`src/rtl/core_pkg.sv`:
```
// Shared RV32I decode definitions: opcodes, ALU operations and immediate formats.
package core_pkg;

  localparam logic [6:0] OpcOp     = 7'b0110011;
  localparam logic [6:0] OpcOpImm  = 7'b0010011;
  localparam logic [6:0] OpcLoad   = 7'b0000011;
  localparam logic [6:0] OpcStore  = 7'b0100011;
  localparam logic [6:0] OpcBranch = 7'b1100011;
  localparam logic [6:0] OpcJal    = 7'b1101111;
  localparam logic [6:0] OpcJalr   = 7'b1100111;
  localparam logic [6:0] OpcLui    = 7'b0110111;
  localparam logic [6:0] OpcAuipc  = 7'b0010111;

  typedef enum logic [3:0] {
    AluAdd, AluSub, AluSll, AluSlt, AluSltu, AluXor, AluSrl, AluSra, AluOr, AluAnd, AluPassB
  } alu_op_e;

  typedef enum logic [2:0] {ImmNone, ImmI, ImmS, ImmB, ImmU, ImmJ} imm_fmt_e;

  // alt selects SUB/SRA; callers pass 0 where the alternate form does not exist.
  function automatic alu_op_e alu_from_funct3(input logic [2:0] funct3, input logic alt);
    alu_op_e op;
    case (funct3)
      3'b000:  op = alt ? AluSub : AluAdd;
      3'b001:  op = AluSll;
      3'b010:  op = AluSlt;
      3'b011:  op = AluSltu;
      3'b100:  op = AluXor;
      3'b101:  op = alt ? AluSra : AluSrl;
      3'b110:  op = AluOr;
      default: op = AluAnd;
    endcase
    return op;
  endfunction

endpackage

```
`src/rtl/imm_gen.sv`:
```
// Sign-extended immediate extraction for the RV32I instruction formats.
module imm_gen
  import core_pkg::*;
(
  input  logic [31:0] inst_i,
  input  imm_fmt_e    fmt_i,
  output logic [31:0] imm_o
);

  logic unused_opcode;
  assign unused_opcode = ^inst_i[6:0];

  always_comb begin
    imm_o = '0;
    case (fmt_i)
      ImmI:    imm_o = {{20{inst_i[31]}}, inst_i[31:20]};
      ImmS:    imm_o = {{20{inst_i[31]}}, inst_i[31:25], inst_i[11:7]};
      ImmB:    imm_o = {{19{inst_i[31]}}, inst_i[31], inst_i[7], inst_i[30:25],
                        inst_i[11:8], 1'b0};
      ImmU:    imm_o = {inst_i[31:12], 12'b0};
      ImmJ:    imm_o = {{11{inst_i[31]}}, inst_i[31], inst_i[19:12], inst_i[20],
                        inst_i[30:21], 1'b0};
      default: imm_o = '0;
    endcase
  end

endmodule

```
`src/rtl/decode.sv`:
```
// RV32I decode stage: control decode, destination scoreboard for RAW stalls, output register.
module decode
  import core_pkg::*;
#(
  parameter int unsigned SB_DEPTH = 3
) (
  input  logic        clk_i,
  input  logic        rst_n_i,
  input  logic [31:0] inst_i,
  input  logic [31:0] pc_i,
  input  logic        flush_i,
  output logic [4:0]  rs1_addr_o,
  output logic [4:0]  rs2_addr_o,
  output logic        conflict_o,
  output logic        valid_o,
  output logic [31:0] pc_o,
  output logic [4:0]  rd_o,
  output logic [31:0] imm_o,
  output alu_op_e     alu_op_o,
  output logic [2:0]  funct3_o,
  output logic        reg_we_o,
  output logic        mem_re_o,
  output logic        mem_we_o,
  output logic        branch_o,
  output logic        jump_o,
  output logic        alu_src_imm_o,
  output logic        illegal_o
);

  logic [4:0] slot_q [SB_DEPTH];

  logic       bubble, valid_d, reg_we_d, mem_re_d, mem_we_d, branch_d, jump_d;
  logic       alu_src_imm_d, illegal_d, uses_rs1, uses_rs2, rs1_hit, rs2_hit;
  alu_op_e    alu_op_d;
  imm_fmt_e   fmt;
  logic [31:0] imm_d;
  logic [4:0]  rd_d;
  logic [2:0]  funct3_d;

  assign bubble     = (inst_i == '0);
  assign rs1_addr_o = inst_i[19:15];
  assign rs2_addr_o = inst_i[24:20];

  always_comb begin
    valid_d       = 1'b1;
    reg_we_d      = 1'b0;
    mem_re_d      = 1'b0;
    mem_we_d      = 1'b0;
    branch_d      = 1'b0;
    jump_d        = 1'b0;
    alu_src_imm_d = 1'b0;
    illegal_d     = 1'b0;
    alu_op_d      = AluAdd;
    fmt           = ImmNone;
    uses_rs1      = 1'b1;
    uses_rs2      = 1'b0;
    case (inst_i[6:0])
      OpcOp: begin
        if (inst_i[31:25] == 7'h00 || inst_i[31:25] == 7'h20) begin
          reg_we_d = 1'b1;
          uses_rs2 = 1'b1;
          alu_op_d = alu_from_funct3(inst_i[14:12], inst_i[30]);
        end else begin
          illegal_d = 1'b1;
        end
      end
      OpcOpImm: begin
        reg_we_d      = 1'b1;
        alu_src_imm_d = 1'b1;
        fmt           = ImmI;
        // Only shifts have an alternate immediate form; addi has no subi.
        alu_op_d      = alu_from_funct3(inst_i[14:12], inst_i[14:12] == 3'b101 && inst_i[30]);
      end
      OpcLoad: begin
        reg_we_d      = 1'b1;
        mem_re_d      = 1'b1;
        alu_src_imm_d = 1'b1;
        fmt           = ImmI;
      end
      OpcStore: begin
        mem_we_d      = 1'b1;
        alu_src_imm_d = 1'b1;
        uses_rs2      = 1'b1;
        fmt           = ImmS;
      end
      OpcBranch: begin
        branch_d = 1'b1;
        uses_rs2 = 1'b1;
        alu_op_d = AluSub;
        fmt      = ImmB;
      end
      OpcJal: begin
        reg_we_d = 1'b1;
        jump_d   = 1'b1;
        uses_rs1 = 1'b0;
        fmt      = ImmJ;
      end
      OpcJalr: begin
        reg_we_d      = 1'b1;
        jump_d        = 1'b1;
        alu_src_imm_d = 1'b1;
        fmt           = ImmI;
      end
      OpcLui: begin
        reg_we_d      = 1'b1;
        alu_src_imm_d = 1'b1;
        uses_rs1      = 1'b0;
        alu_op_d      = AluPassB;
        fmt           = ImmU;
      end
      OpcAuipc: begin
        reg_we_d      = 1'b1;
        alu_src_imm_d = 1'b1;
        uses_rs1      = 1'b0;
        fmt           = ImmU;
      end
      default: illegal_d = 1'b1;
    endcase
    if (bubble) begin
      valid_d   = 1'b0;
      illegal_d = 1'b0;
      uses_rs1  = 1'b0;
    end
  end

  imm_gen u_imm_gen (
    .inst_i (inst_i),
    .fmt_i  (fmt),
    .imm_o  (imm_d)
  );

  assign rd_d     = reg_we_d ? inst_i[11:7] : 5'd0;
  assign funct3_d = (valid_d && !illegal_d) ? inst_i[14:12] : 3'd0;

  always_comb begin
    rs1_hit = 1'b0;
    rs2_hit = 1'b0;
    for (int unsigned k = 0; k < SB_DEPTH; k++) begin
      if (slot_q[k] == rs1_addr_o) rs1_hit = 1'b1;
      if (slot_q[k] == rs2_addr_o) rs2_hit = 1'b1;
    end
  end

  assign conflict_o = !flush_i && !bubble &&
                      ((uses_rs1 && rs1_addr_o != 5'd0 && rs1_hit) ||
                       (uses_rs2 && rs2_addr_o != 5'd0 && rs2_hit));

  always_ff @(posedge clk_i or negedge rst_n_i) begin
    if (!rst_n_i) begin
      for (int unsigned k = 0; k < SB_DEPTH; k++) slot_q[k] <= '0;
      valid_o       <= 1'b0;
      pc_o          <= '0;
      rd_o          <= '0;
      imm_o         <= '0;
      alu_op_o      <= AluAdd;
      funct3_o      <= '0;
      reg_we_o      <= 1'b0;
      mem_re_o      <= 1'b0;
      mem_we_o      <= 1'b0;
      branch_o      <= 1'b0;
      jump_o        <= 1'b0;
      alu_src_imm_o <= 1'b0;
      illegal_o     <= 1'b0;
    end else begin
      // Older slots drain every cycle so a stall clears within SB_DEPTH cycles.
      for (int unsigned k = 1; k < SB_DEPTH; k++) slot_q[k] <= slot_q[k-1];
      if (flush_i || conflict_o) begin
        slot_q[0]     <= '0;
        valid_o       <= 1'b0;
        pc_o          <= '0;
        rd_o          <= '0;
        imm_o         <= '0;
        alu_op_o      <= AluAdd;
        funct3_o      <= '0;
        reg_we_o      <= 1'b0;
        mem_re_o      <= 1'b0;
        mem_we_o      <= 1'b0;
        branch_o      <= 1'b0;
        jump_o        <= 1'b0;
        alu_src_imm_o <= 1'b0;
        illegal_o     <= 1'b0;
      end else begin
        slot_q[0]     <= rd_d;
        valid_o       <= valid_d;
        pc_o          <= valid_d ? pc_i : '0;
        rd_o          <= rd_d;
        imm_o         <= imm_d;
        alu_op_o      <= alu_op_d;
        funct3_o      <= funct3_d;
        reg_we_o      <= reg_we_d;
        mem_re_o      <= mem_re_d;
        mem_we_o      <= mem_we_d;
        branch_o      <= branch_d;
        jump_o        <= jump_d;
        alu_src_imm_o <= alu_src_imm_d;
        illegal_o     <= illegal_d;
      end
    end
  end

endmodule

```
`config.mk`:
```
export PLATFORM = sky130hd
export DESIGN_NAME = decode
export DESIGN_NICKNAME = d
export VERILOG_FILES = /design/src/rtl/core_pkg.sv /design/src/rtl/imm_gen.sv /design/src/rtl/decode.sv
export SDC_FILE = /design/constraint.sdc
export NUM_CORES = 1
export LEC_CHECK = 0
export BUFFER_PORTS_ARGS = -buffer_cell sky130_fd_sc_hd__clkbuf_2
export CAP_MARGIN = 20
export CORE_UTILIZATION = 49
export DETAILED_ROUTE_END_ITERATION = 7
export PLACE_DENSITY = 0.8
export SKIP_LAST_GASP = 1
export SYNTH_ARGS = -nofsm -noshare
export SYNTH_HDL_FRONTEND = slang
export SYNTH_SLANG_ARGS = --single-unit
```
`constraint.sdc`:
```
create_clock -name clk_i -period 2.3 [get_ports clk_i]
set_input_delay 0.115 -clock clk_i [delete_from_list [all_inputs] [get_ports clk_i]]
set_output_delay 0.115 -clock clk_i [all_outputs]
set_load 0.005 [all_outputs]
```
==> results.json, run 1 <==
{
  "place.gp.congestion": 0.9555,
  "synth_nets": 445,
  "grt_pass1_vias": 3482,
  "totalWireLength_microns": 11520,
  "synth_cell_types": 49,
  "clockRootBuffer": "sky130_fd_sc_hd__clkbuf_8",
  "post_route_cells_drive_above_1_share": 0.4053,
  "report.final.slew_viol_count": 0,
  "detailedRoute.firstPassIterationCount": 5,
  "initial_core_utilization": 0.5125,
  "top_signal_layer_used": "met4",
  "regToRegEndpoint": "alu_op_o[2]$_DFF_PN0_",
  "grt_max_degree": 53,
  "regToRegSetupSlack_ns": 0.16,
  "sequential_element_share_of_the_synthesized_area": 0.5504,
  "clock_latency_on_the_worst_skew_pair_ns": 0.35,
  "timing.critical_path.to_type": "register",
  "grt_pass1_wl_microns": 17530,
  "power_density_over_the_cells_mw_per_mm2": 571.3,
  "run_status": "completed",
  "r2r-start": "slot_q[12]$_DFF_PN0_",
  "synth_top_area_cell": "sky130_fd_sc_hd__dfrtp_1",
  "row_count": 33,
  "insertedDiodeCount": 0,
  "route.detailed.drc": 0,
  "postSynthAreaPerCell_sq_um": 11.31,
  "groute.usage.overall": 0.2575,
  "hold_wc_path_type": "in -> reg",
  "die-area_sq_mm": 0.009100,
  "fillerInstances": 605,
  "synth.top_cells.by_area": "sky130_fd_sc_hd__dfrtp_1, sky130_fd_sc_hd__nor4b_2, sky130_fd_sc_hd__and2_1",
  "timing.slew.headroom": 0.5653,
  "hold-path-cell-count": 3,
  "post_drt_wl_per_cell_microns": 17.19,
  "skew_ns": 0.006001,
  "cts_buffer_depth": 2,
  "route.met2.wl_microns": 5489,
  "final.min_clock_period_ns": 2.139,
  "dieHeight_microns": 95.40,
  "globalRoute.totalOverflow": 0,
  "synthesized_instance_count": 378,
  "dr_total_vias": 3583,
  "cts-buffers-inserted": 9,
  "final_util": 0.6763,
  "vias_per_std_cell": 5.348,
  "synth_enable_flop_cells": 0,
  "grt_setup_unrepaired": "false",
  "synth_top_flop_cell": "sky130_fd_sc_hd__dfrtp_1",
  "number_of_antenna_violations_at_the_first_check_in_global_routing": 0,
  "sink_of_the_worst_hold_path": "imm_o[29]$_DFF_PN0_",
  "syn_std_cell_area_sq_mm": 0.004274,
  "yosysWarningCount": 0,
  "finalCritPeriodShare": 0.9300,
  "critPathMaxFanout": 14,
  "dpl_worst_slack_ns": -0.02061,
  "pin_count": 162,
  "maxcap_violations": 0,
  "cts.sinks": 94,
  "port-buffer-count": 161,
  "setup_ws_post_layout_ns": 0.1609,
  "startpoint_type": "register",
  "routedLengthMet1_microns": 4907,
  "hold_viol": 0,
  "yosys_register_bits": 94,
  "max_freq_mhz": 467.5,
  "detailedRoute.firstIterationViolations": 142,
  "area_growth_syn_to_layout_pct": 31.97,
  "worst-endpoint-required_ns": 2.54,
  "synth_top_area_share": 0.5504,
  "finish.net_count": 628,
  "ir_drop_mv": 0.4078,
  "tritoncts": "built",
  "h_tree_lvls": 3,
  "synthArstFlopShare": 1.000,
  "cts.clk_slew.worst_paths_ns": 0.09,
  "reg2regPathDepth": 8,
  "met3WireLength_microns": 1002,
  "die_x_microns": 95.40,
  "leakage_nw": 2.732,
  "worstPathArrival_ns": 2.38,
  "timing.final.setup_violations": 0,
  "worstSetupPathType": "reg -> reg",
  "holdCritStartpoint": "inst_i[29]",
  "fp.coreArea_sq_mm": 0.008341,
  "post_dp_hpwl_microns": 7686,
  "worstMarginPinSlew_ns": 0.6496,
  "ant_nets": 0
}
-- where the power goes --
part           switching (mW)  internal [mW]
clock network           0.582          0.504
registers              0.0157           1.69
logic                   0.233          0.194
-- worst max-delay path by stage --
stage | from | end | slack (ns)
5_1_grt | slot_q[14]$_DFF_PN0_ | alu_op_o[2]$_DFF_PN0_ | 0.008
6_report | slot_q[12]$_DFF_PN0_ | alu_op_o[2]$_DFF_PN0_ | 0.16
2_1_floorplan | inst_i[22] | pc_o[23]$_DFF_PN0_ | 0.56
3_3_place_gp | slot_q[2]$_DFF_PN0_ | conflict_o | 0.1
3_5_place_dp | slot_q[3]$_DFF_PN0_ | conflict_o | -0.02
4_1_cts | slot_q[3]$_DFF_PN0_ | alu_src_imm_o$_DFF_PN0_ | 0.12
-- repair_timing --
| action | 4_1_cts | 5_1_grt |
|---|---|---|
| resized for setup | 0 | 1 |
| endpoints found under the setup margin | 2 | 13 |
| pin swaps | 1 | 0 |
| hold buffers | 33 | 0 |
| hold endpoints to repair | 74 | 0 |
| setup buffers | 1 | 0 |
| gates cloned | 1 | 0 |
-- area by class of cell --
type / instances / area (sq um) / area share
clock inverter: 6 / 70.07 / 0.01242
inverter: 2 / 7.507 / 0.001331
clock buffer: 9 / 123.9 / 0.02196
timing repair buffer: 212 / 1286 / 0.2280
multi-input combinational: 242 / 1669 / 0.2959
tap: 105 / 131.4 / 0.02329
sequential: 94 / 2352 / 0.4170
-- placed cells by master, fill, tap and decap left out, types with 2 or more instances in the layout --
| cell type | instances |
|---|---|
| sky130_fd_sc_hd__nand2b_1 | 5 |
| sky130_fd_sc_hd__or3_1 | 3 |
| sky130_fd_sc_hd__a22oi_1 | 7 |
| sky130_fd_sc_hd__nand3_1 | 11 |
| sky130_fd_sc_hd__nand3b_1 | 2 |
| sky130_fd_sc_hd__xor2_1 | 8 |
| sky130_fd_sc_hd__xnor2_1 | 22 |
| sky130_fd_sc_hd__and2_1 | 33 |
| sky130_fd_sc_hd__nor4_2 | 2 |
| sky130_fd_sc_hd__buf_4 | 18 |
| sky130_fd_sc_hd__nor2_1 | 14 |
| sky130_fd_sc_hd__nand2_1 | 32 |
| sky130_fd_sc_hd__a21oi_1 | 28 |
| sky130_fd_sc_hd__inv_6 | 2 |
| sky130_fd_sc_hd__nor3_2 | 8 |
| sky130_fd_sc_hd__and3_1 | 3 |
| sky130_fd_sc_hd__o21ai_0 | 6 |
| sky130_fd_sc_hd__clkinvlp_4 | 3 |
| sky130_fd_sc_hd__dfrtp_1 | 94 |
| sky130_fd_sc_hd__nor4b_2 | 14 |
| sky130_fd_sc_hd__or2_1 | 2 |
| sky130_fd_sc_hd__nor4_1 | 4 |
| sky130_fd_sc_hd__clkbuf_8 | 9 |
| sky130_fd_sc_hd__o21ai_4 | 2 |
| sky130_fd_sc_hd__nor3_1 | 13 |
| sky130_fd_sc_hd__a211oi_1 | 2 |
| sky130_fd_sc_hd__dlygate4sd3_1 | 33 |
| sky130_fd_sc_hd__clkbuf_2 | 160 |
-- critical path, stage by stage (launching register included) --
cell and delay (ns):
sky130_fd_sc_hd__dfrtp_1 0.40, sky130_fd_sc_hd__buf_4 0.15, sky130_fd_sc_hd__xnor2_1 0.12, sky130_fd_sc_hd__nand3_1 0.08
sky130_fd_sc_hd__o22ai_1 0.11, sky130_fd_sc_hd__o21ai_1 0.45, sky130_fd_sc_hd__o21ai_4 0.14, sky130_fd_sc_hd__buf_4 0.24
sky130_fd_sc_hd__a2111oi_2 0.31
-- logic make-up (layout without fill, tap and decap cells) --
kind of cell	count (synthesis)	after routing	synth area share
and+or+nand+nor	155	155	0.2392
DFF	94	94	0.5504
AOI/OAI and AO/OA	55	56	0.08197
buffers and inverters	43	229	0.06469
xor gates and xnor gates	30	30	0.06147
muxes	1	1	0.002342
-- cell usage after synthesis (all sizes together), types with 3 or more instances --
| master | n |
|---|---|
| or3 | 3 |
| nor3 | 21 |
| clkbuf | 14 |
| nand3 | 11 |
| nor4b | 14 |
| nor2 | 14 |
| buf | 27 |
| a22oi | 7 |
| o21ai | 8 |
| a21oi | 29 |
| nor4 | 6 |
| nand2 | 32 |
| and3 | 3 |
| xnor2 | 22 |
| and2 | 33 |
| xor2 | 8 |
| dfrtp | 94 |
| nand2b | 5 |
-- flip-flops by register name, indices dropped and copies added, names as in the netlist, 3 cells and up --
| name | count |
|---|---|
| slot_q | 15 |
| imm_o | 32 |
| alu_op_o | 4 |
| funct3_o | 3 |
| pc_o | 32 |
-- metal layers --
| layer | up-vias | track usage |
|---|---|---|
| li1 | 1649 | - |
| met1 | 1723 | 0.3437 |
| met4 | 0 | 0.07090 |
| met5 | - | 0 |
| met3 | 9 | 0.05183 |
| met2 | 202 | 0.4274 |
-- through the flow --
| stage | instance area, sq um | instances | power, mW | hold WS (ns) | setup TNS (ns) |
|---|---|---|---|---|---|
| floorplan | 4274 | 378 | 1.929 | -0.1806 | 0 |
| global placement | 5092 | 620 | 2.101 | 0.1278 | 0 |
| detailed placement | 5092 | 620 | 2.110 | 0.1339 | -0.02534 |
| CTS | 5633 | 670 | 3.237 | 0.002448 | 0 |
| global route | 5640 | 670 | 3.370 | 0.004399 | 0 |
| finish | 5640 | 670 | 3.222 | 0.01650 | 0 |
(Power assumes the default switching activity.)
==> inputs of run 2 (changes only) <==
BUFFER_PORTS_ARGS = -buffer_cell sky130_fd_sc_hd__buf_2   (was -buffer_cell sky130_fd_sc_hd__clkbuf_2)
==> run 2 against run 1 <==
  * Flip-flop and latch count stayed put
  * Utilization is 0.075 points lower
  * Worst setup slack worse by 0.031 ns
  * Clock power grew 14%
  * Sequential share of layout area is essentially flat
  * Largest power group unchanged
==> results.json, run 2 (same netlist as run 1, synthesis figures left out) <==
{
  "globalRoute.totalOverflow": 0,
  "skew_ns": 0.006302,
  "power_density_over_the_cells_mw_per_mm2": 598.1,
  "path_cells": "xnor2_1, nand3_1, nor3_1, o31ai_2, and3b_4, and2_1",
  "finalNonFillerCells": 667,
  "number_of_antenna_violations_at_the_first_check_in_global_routing": 0,
  "grt_max_degree": 72,
  "placed_cells": 616,
  "timing.critical_path.slowest_cell_delay_ns": 0.63,
  "insertedDiodeCount": 0,
  "report.final.slew_viol_count": 0,
  "row_count": 33,
  "ant_nets": 0,
  "timing.slew.headroom": 0.4173,
  "detailedRoute.firstIterationViolations": 143,
  "ir_drop_mv": 0.2558,
  "fillerInstances": 615,
  "fin_hold_ws_ns": 0.02405,
  "layout_common_cells": "sky130_fd_sc_hd__buf_2, sky130_fd_sc_hd__dfrtp_1, sky130_fd_sc_hd__and2_1, sky130_fd_sc_hd__dlygate4sd3_1, sky130_fd_sc_hd__nand2_1",
  "cts_buffer_depth": 2,
  "biggestRegsByFlops": "imm_o (32), pc_o (32), slot_q (15)",
  "cts-buffers-inserted": 9,
  "final_common_cell": "sky130_fd_sc_hd__buf_2",
  "pin_count": 162,
  "cts.clk_slew.worst_paths_ns": 0.09,
  "port-buffer-count": 161,
  "area_growth_syn_to_layout_pct": 31.82,
  "register_area_sq_mm": 0.002352,
  "clockRootBuffer": "sky130_fd_sc_hd__clkbuf_8",
  "vias_per_std_cell": 5.309,
  "finish.net_count": 624,
  "fp.coreArea_sq_mm": 0.008341,
  "startpoint_type": "register",
  "grt_pass1_vias": 3469,
  "run_status": "completed",
  "die_x_microns": 95.40,
  "place.gp.congestion": 0.9374,
  "post_dp_hpwl_microns": 7516,
  "final_util": 0.6755,
  "clock_latency_on_the_worst_skew_pair_ns": 0.35,
  "timing.critical_path.slowest_stage_cell": "sky130_fd_sc_hd__o31ai_2",
  "initial_core_utilization": 0.5125,
  "detailedRoute.firstPassIterationCount": 4,
  "maxcap_violations": 0,
  "critPathMaxFanout": 34,
  "totalWireLength_microns": 11460,
  "final.min_clock_period_ns": 2.171,
  "post_route_cells_drive_above_1_share": 0.4021,
  "worstSetupPathType": "reg -> reg",
  "route.detailed.drc": 0,
  "max_freq_mhz": 460.7,
  "dieHeight_microns": 95.40,
  "hold_wc_path_type": "in -> reg",
  "multi_input_comb_area_sq_mm": 0.001669,
  "timing.critical_path.to_type": "register",
  "timing.final.setup_violations": 0,
  "tritoncts": "built",
  "grt_pass1_wl_microns": 17390,
  "hold_viol": 0,
  "leakage_nw": 2.778,
  "worstMarginPinSlew_ns": 0.8740,
  "dr_total_vias": 3541,
  "worstPathArrival_ns": 2.44,
  "worst-endpoint-required_ns": 2.57,
  "die-area_sq_mm": 0.009100,
  "post_drt_wl_per_cell_microns": 17.18,
  "report.power.total_mw": 3.370,
  "total_negative_slack_for_setup_checks_ns": 0,
  "cts.sinks": 94,
  "grt_setup_unrepaired": "false",
  "h_tree_lvls": 3,
  "finalCritPeriodShare": 0.9437,
  "groute.usage.overall": 0.2569
}
[run 2: worst paths after layout]
check / start / to / slack [ns] / depth (start not counted)
max reg2reg: slot_q[5]$_DFF_PN0_ / pc_o[0]$_DFF_PN0_ / 0.13 / 6
min reg2reg: slot_q[5]$_DFF_PN0_ / slot_q[0]$_DFF_PN0_ / 0.44 / 0
max in group asynchronous: rst_n_i / pc_o[10]$_DFF_PN0_ / 1.15 / 3
max: slot_q[5]$_DFF_PN0_ / pc_o[0]$_DFF_PN0_ / 0.13 / 6
min in group asynchronous: rst_n_i / alu_op_o[0]$_DFF_PN0_ / 0.41 / 2
min: inst_i[25] / imm_o[25]$_DFF_PN0_ / 0.02 / 3
[run 2: metal layers]
metal,share of wire,GRT usage
met4,0.014,0.08582
met5,0,0
met3,0.080,0.05423
met2,0.48,0.4315
met1,0.42,0.3301
[run 2: layout make-up]
type / instances / share of cell area
clock buffers: 10 / 0.02443
multi-input cells: 242 / 0.2962
well taps: 105 / 0.02332
repair buffers: 208 / 0.2207
inverters: 2 / 0.001332
flip-flops and latches: 94 / 0.4175
clock inverters: 6 / 0.01643
[run 2: critical path: cells and delay by family (launching register included)]
family	cells	cell delay [ns]
and+or+nand+nor	4	0.90
AOI/OAI and AO/OA	1	0.63
DFF	1	0.42
xor gates and xnor gates	1	0.14
[run 2: metrics by stage]
stage	cell area [sq um]	worst slack (ns)
after detailed placement	5050	0.04213
final	5634	0.1295
after global placement	5050	0.08981
after global routing	5634	0.05848
after CTS	5617	0.1274
after floorplan	4274	0.5579
[run 2: what timing repair did]
action                                 4_1_cts  5_1_grt
pin swaps                                    1        0
setup endpoints to repair                    1        5
hold buffers                                32        1
buffers inserted                             1        0
endpoints found under the hold margin      100        1
cloned                                       1        0
resized for setup                            0        1
[run 2: report_power, final]
group / switching (mW) / internal [mW]
Clock: 0.592 / 0.652
Sequential: 0.0130 / 1.69
Combinational: 0.230 / 0.190
Total: 0.835 / 2.53
==> inputs of run 3 (changes only) <==
ABC_AREA = 1   (was unset)
PLACE_DENSITY = 0.79   (was 0.8)
==> run 3 against run 2 <==
  * Via count increased by 8.8%
  * Non-clock buffer count is 11 lower
  * Largest power group unchanged
  * First-iteration DRC count grew 1.4%
  * Combinational power up 3%
  * Clock power shrank 9%
  * Synthesized cell count grew 29%
  * Critical endpoint is now pc_o[15]$_DFF_PN0_
  * Critical path type unchanged
  * Flip-flop and latch count stayed put
  * Global-route usage decreased by 0.80 points
  * Maximum frequency rose by 14%
==> results.json, run 3 <==
{
  "postSynthAreaPerCell_sq_um": 8.943,
  "met1_use_gr": 0.3136,
  "report.final.slew_viol_count": 0,
  "biggestRegsByFlops": "imm_o (32), pc_o (32), slot_q (15)",
  "reg2regPathDepth": 9,
  "die-area_sq_mm": 0.009306,
  "worstMarginPinSlew_ns": 0.6135,
  "maxcap_violations": 0,
  "timing.slew.headroom": 0.5895,
  "r2r-start": "slot_q[13]$_DFF_PN0_",
  "synthesized_instance_count": 489,
  "final_design_area_no_fill_sq_mm": 0.005663,
  "timing.critical_path.slowest_cell_delay_ns": 0.49,
  "grt_setup_unrepaired": "false",
  "die_x_microns": 96.47,
  "initial_core_utilization": 0.5039,
  "worstPathArrival_ns": 2.16,
  "grt_max_degree": 49,
  "use_met3": 0.05164,
  "finalCritPeriodShare": 0.8262,
  "critPathMaxFanout": 34,
  "finalNonFillerCells": 776,
  "grt_busiest_layer": "met2",
  "totalWireLength_microns": 11480,
  "final.min_clock_period_ns": 1.900,
  "number_of_antenna_violations_at_the_first_check_in_global_routing": 0,
  "vias_per_std_cell": 4.964,
  "critical_path.startpoint": "slot_q[13]$_DFF_PN0_",
  "syn_std_cell_area_sq_mm": 0.004373,
  "report.power.total_mw": 3.279,
  "area_growth_syn_to_layout_pct": 29.50,
  "power_density_over_the_cells_mw_per_mm2": 579.1,
  "worstSetupPathType": "reg -> reg",
  "pin_count": 162,
  "detailedRoute.firstIterationViolations": 145,
  "startpoint_type": "register",
  "layout_common_cells": "sky130_fd_sc_hd__buf_2, sky130_fd_sc_hd__dfrtp_1, sky130_fd_sc_hd__nor2_1, sky130_fd_sc_hd__inv_1, sky130_fd_sc_hd__nand2_1",
  "ys_top_cells_by_count": "sky130_fd_sc_hd__dfrtp_1, sky130_fd_sc_hd__inv_1, sky130_fd_sc_hd__nor2_1",
  "post_cts_resize_count": 0,
  "timing.critical_path.slowest_stage_cell": "sky130_fd_sc_hd__nand3_2",
  "fp.coreArea_sq_mm": 0.008678,
  "final_common_cell": "sky130_fd_sc_hd__buf_2",
  "cts.clk_slew.worst_paths_ns": 0.09,
  "globalRoute.totalOverflow": 0,
  "run_status": "completed",
  "cts_buffer_depth": 2,
  "regToRegEndpoint": "pc_o[15]$_DFF_PN0_",
  "tritoncts": "built",
  "timing.final.setup_violations": 0,
  "dpl_worst_slack_ns": 0.2382,
  "hold-path-cell-count": 3,
  "grt_pass1_wl_microns": 17400,
  "ant_nets": 0,
  "placed_cells": 727,
  "cts.sinks": 94,
  "place.gp.congestion": 0.8945,
  "path_cells": "inv_1, nand2_1, nand2_1, nor2_1, nand3_1, nand3_1, nand2_2, nand3_2, nor2_1",
  "synth_enable_flop_cells": 0,
  "clockRootBuffer": "sky130_fd_sc_hd__clkbuf_8",
  "detailedRoute.firstPassIterationCount": 4,
  "insertedDiodeCount": 0,
  "worst-endpoint-required_ns": 2.56,
  "leakage_nw": 3.143,
  "synth_top_area_share": 0.5379,
  "skew_ns": 0.008195,
  "synth.top_cells.by_area": "sky130_fd_sc_hd__dfrtp_1, sky130_fd_sc_hd__inv_1, sky130_fd_sc_hd__nor2_1",
  "yosysWarningCount": 0,
  "post_dp_hpwl_microns": 7955,
  "post_route_cells_drive_above_1_share": 0.3413,
  "sequential_element_share_of_the_synthesized_area": 0.5379,
  "synth_top_area_cell": "sky130_fd_sc_hd__dfrtp_1",
  "synthArstFlopShare": 1.000,
  "grt_pass1_vias": 3648,
  "max_freq_mhz": 526.2,
  "timing.critical_path.to_type": "register",
  "groute.usage.overall": 0.2489,
  "total_negative_slack_for_setup_checks_ns": 0,
  "h_tree_lvls": 3,
  "setup_ws_post_layout_ns": 0.3998,
  "cts-buffers-inserted": 9,
  "hold_viol": 0,
  "post_drt_wl_per_cell_microns": 14.79,
  "placedInstanceArea_sq_mm": 0.005125,
  "holdCritStartpoint": "inst_i[25]",
  "global_route.usage.met2": 0.4237,
  "ir_drop_mv": 0.3371,
  "clock_latency_on_the_worst_skew_pair_ns": 0.36,
  "port-buffer-count": 161,
  "yosys_register_bits": 94,
  "finish.net_count": 730,
  "dr_total_vias": 3852,
  "sink_of_the_worst_hold_path": "imm_o[5]$_DFF_PN0_",
  "route.detailed.drc": 0,
  "synth_most_common_cell": "sky130_fd_sc_hd__dfrtp_1",
  "row_count": 34,
  "synth_top_flop_cell": "sky130_fd_sc_hd__dfrtp_1",
  "dieHeight_microns": 96.47,
  "regToRegSetupSlack_ns": 0.40,
  "synth_nets": 556,
  "hold_wc_path_type": "in -> reg",
  "synth_cell_types": 31
}
run 3: area by class of cell:
cell class,count,area (sq um)
inverter,73,274.0
fill,711,3015
tap,108,135.1
sequential,94,2352
timing repair buffer,197,1186
clock inverter,6,70.07
clock buffer,10,137.6
multi-input combinational,288,1508
run 3: cell families (layout without fill, tap and decap cells):
group,count (synthesis),after routing,synth area share
xor+xnor,16,16,0.03204
simple gates,237,237,0.2627
flops,94,94,0.5379
buf+inv,107,286,0.1173
compound gates,35,35,0.05007
run 3: where the power goes:
part           internal (mW)  total (mW)  switching (mW)
Combinational          0.176       0.432           0.256
Sequential              1.70        1.71          0.0163
Clock                  0.540        1.13           0.595
Total                   2.41        3.28           0.867
run 3: worst max path at each step:
stage	to	slack, ns	depth (start not counted)
after floorplan	imm_o[12]$_DFF_PN0_	0.90	9
after global placement	illegal_o$_DFF_PN0_	0.38	9
after detailed placement	pc_o[15]$_DFF_PN0_	0.24	9
after CTS	pc_o[15]$_DFF_PN0_	0.35	9
after global routing	pc_o[9]$_DFF_PN0_	0.19	9
final	pc_o[15]$_DFF_PN0_	0.40	9
run 3: through the flow:
step | hold WS [ns] | util
after floorplan | -0.1806 | -
after global placement | 0.1645 | 0.5905
after detailed placement | 0.1686 | 0.5905
after CTS | 0.006789 | 0.6525
after global routing | 0.01473 | 0.6525
final | 0.01792 | 0.6525
run 3: metal layers:
metal  up-vias  wire [microns]
met5         -               0
li1       1844               -
met3        16             952
met1      1817            4808
met4         0             171
met2       175            5546
run 3: worst max-delay path: cells and delay by family, from the launching register on:
| kind | cells | cell delay [ns] |
|---|---|---|
| flip-flops | 1 | 0.44 |
| AND/OR/NAND/NOR | 8 | 1.25 |
| buffers and inverters | 1 | 0.10 |
run 3: what timing repair did:
action | CTS | global route
hold endpoints to repair | 79 | 0
buffers inserted | 0 | 0
hold buffers | 33 | 0
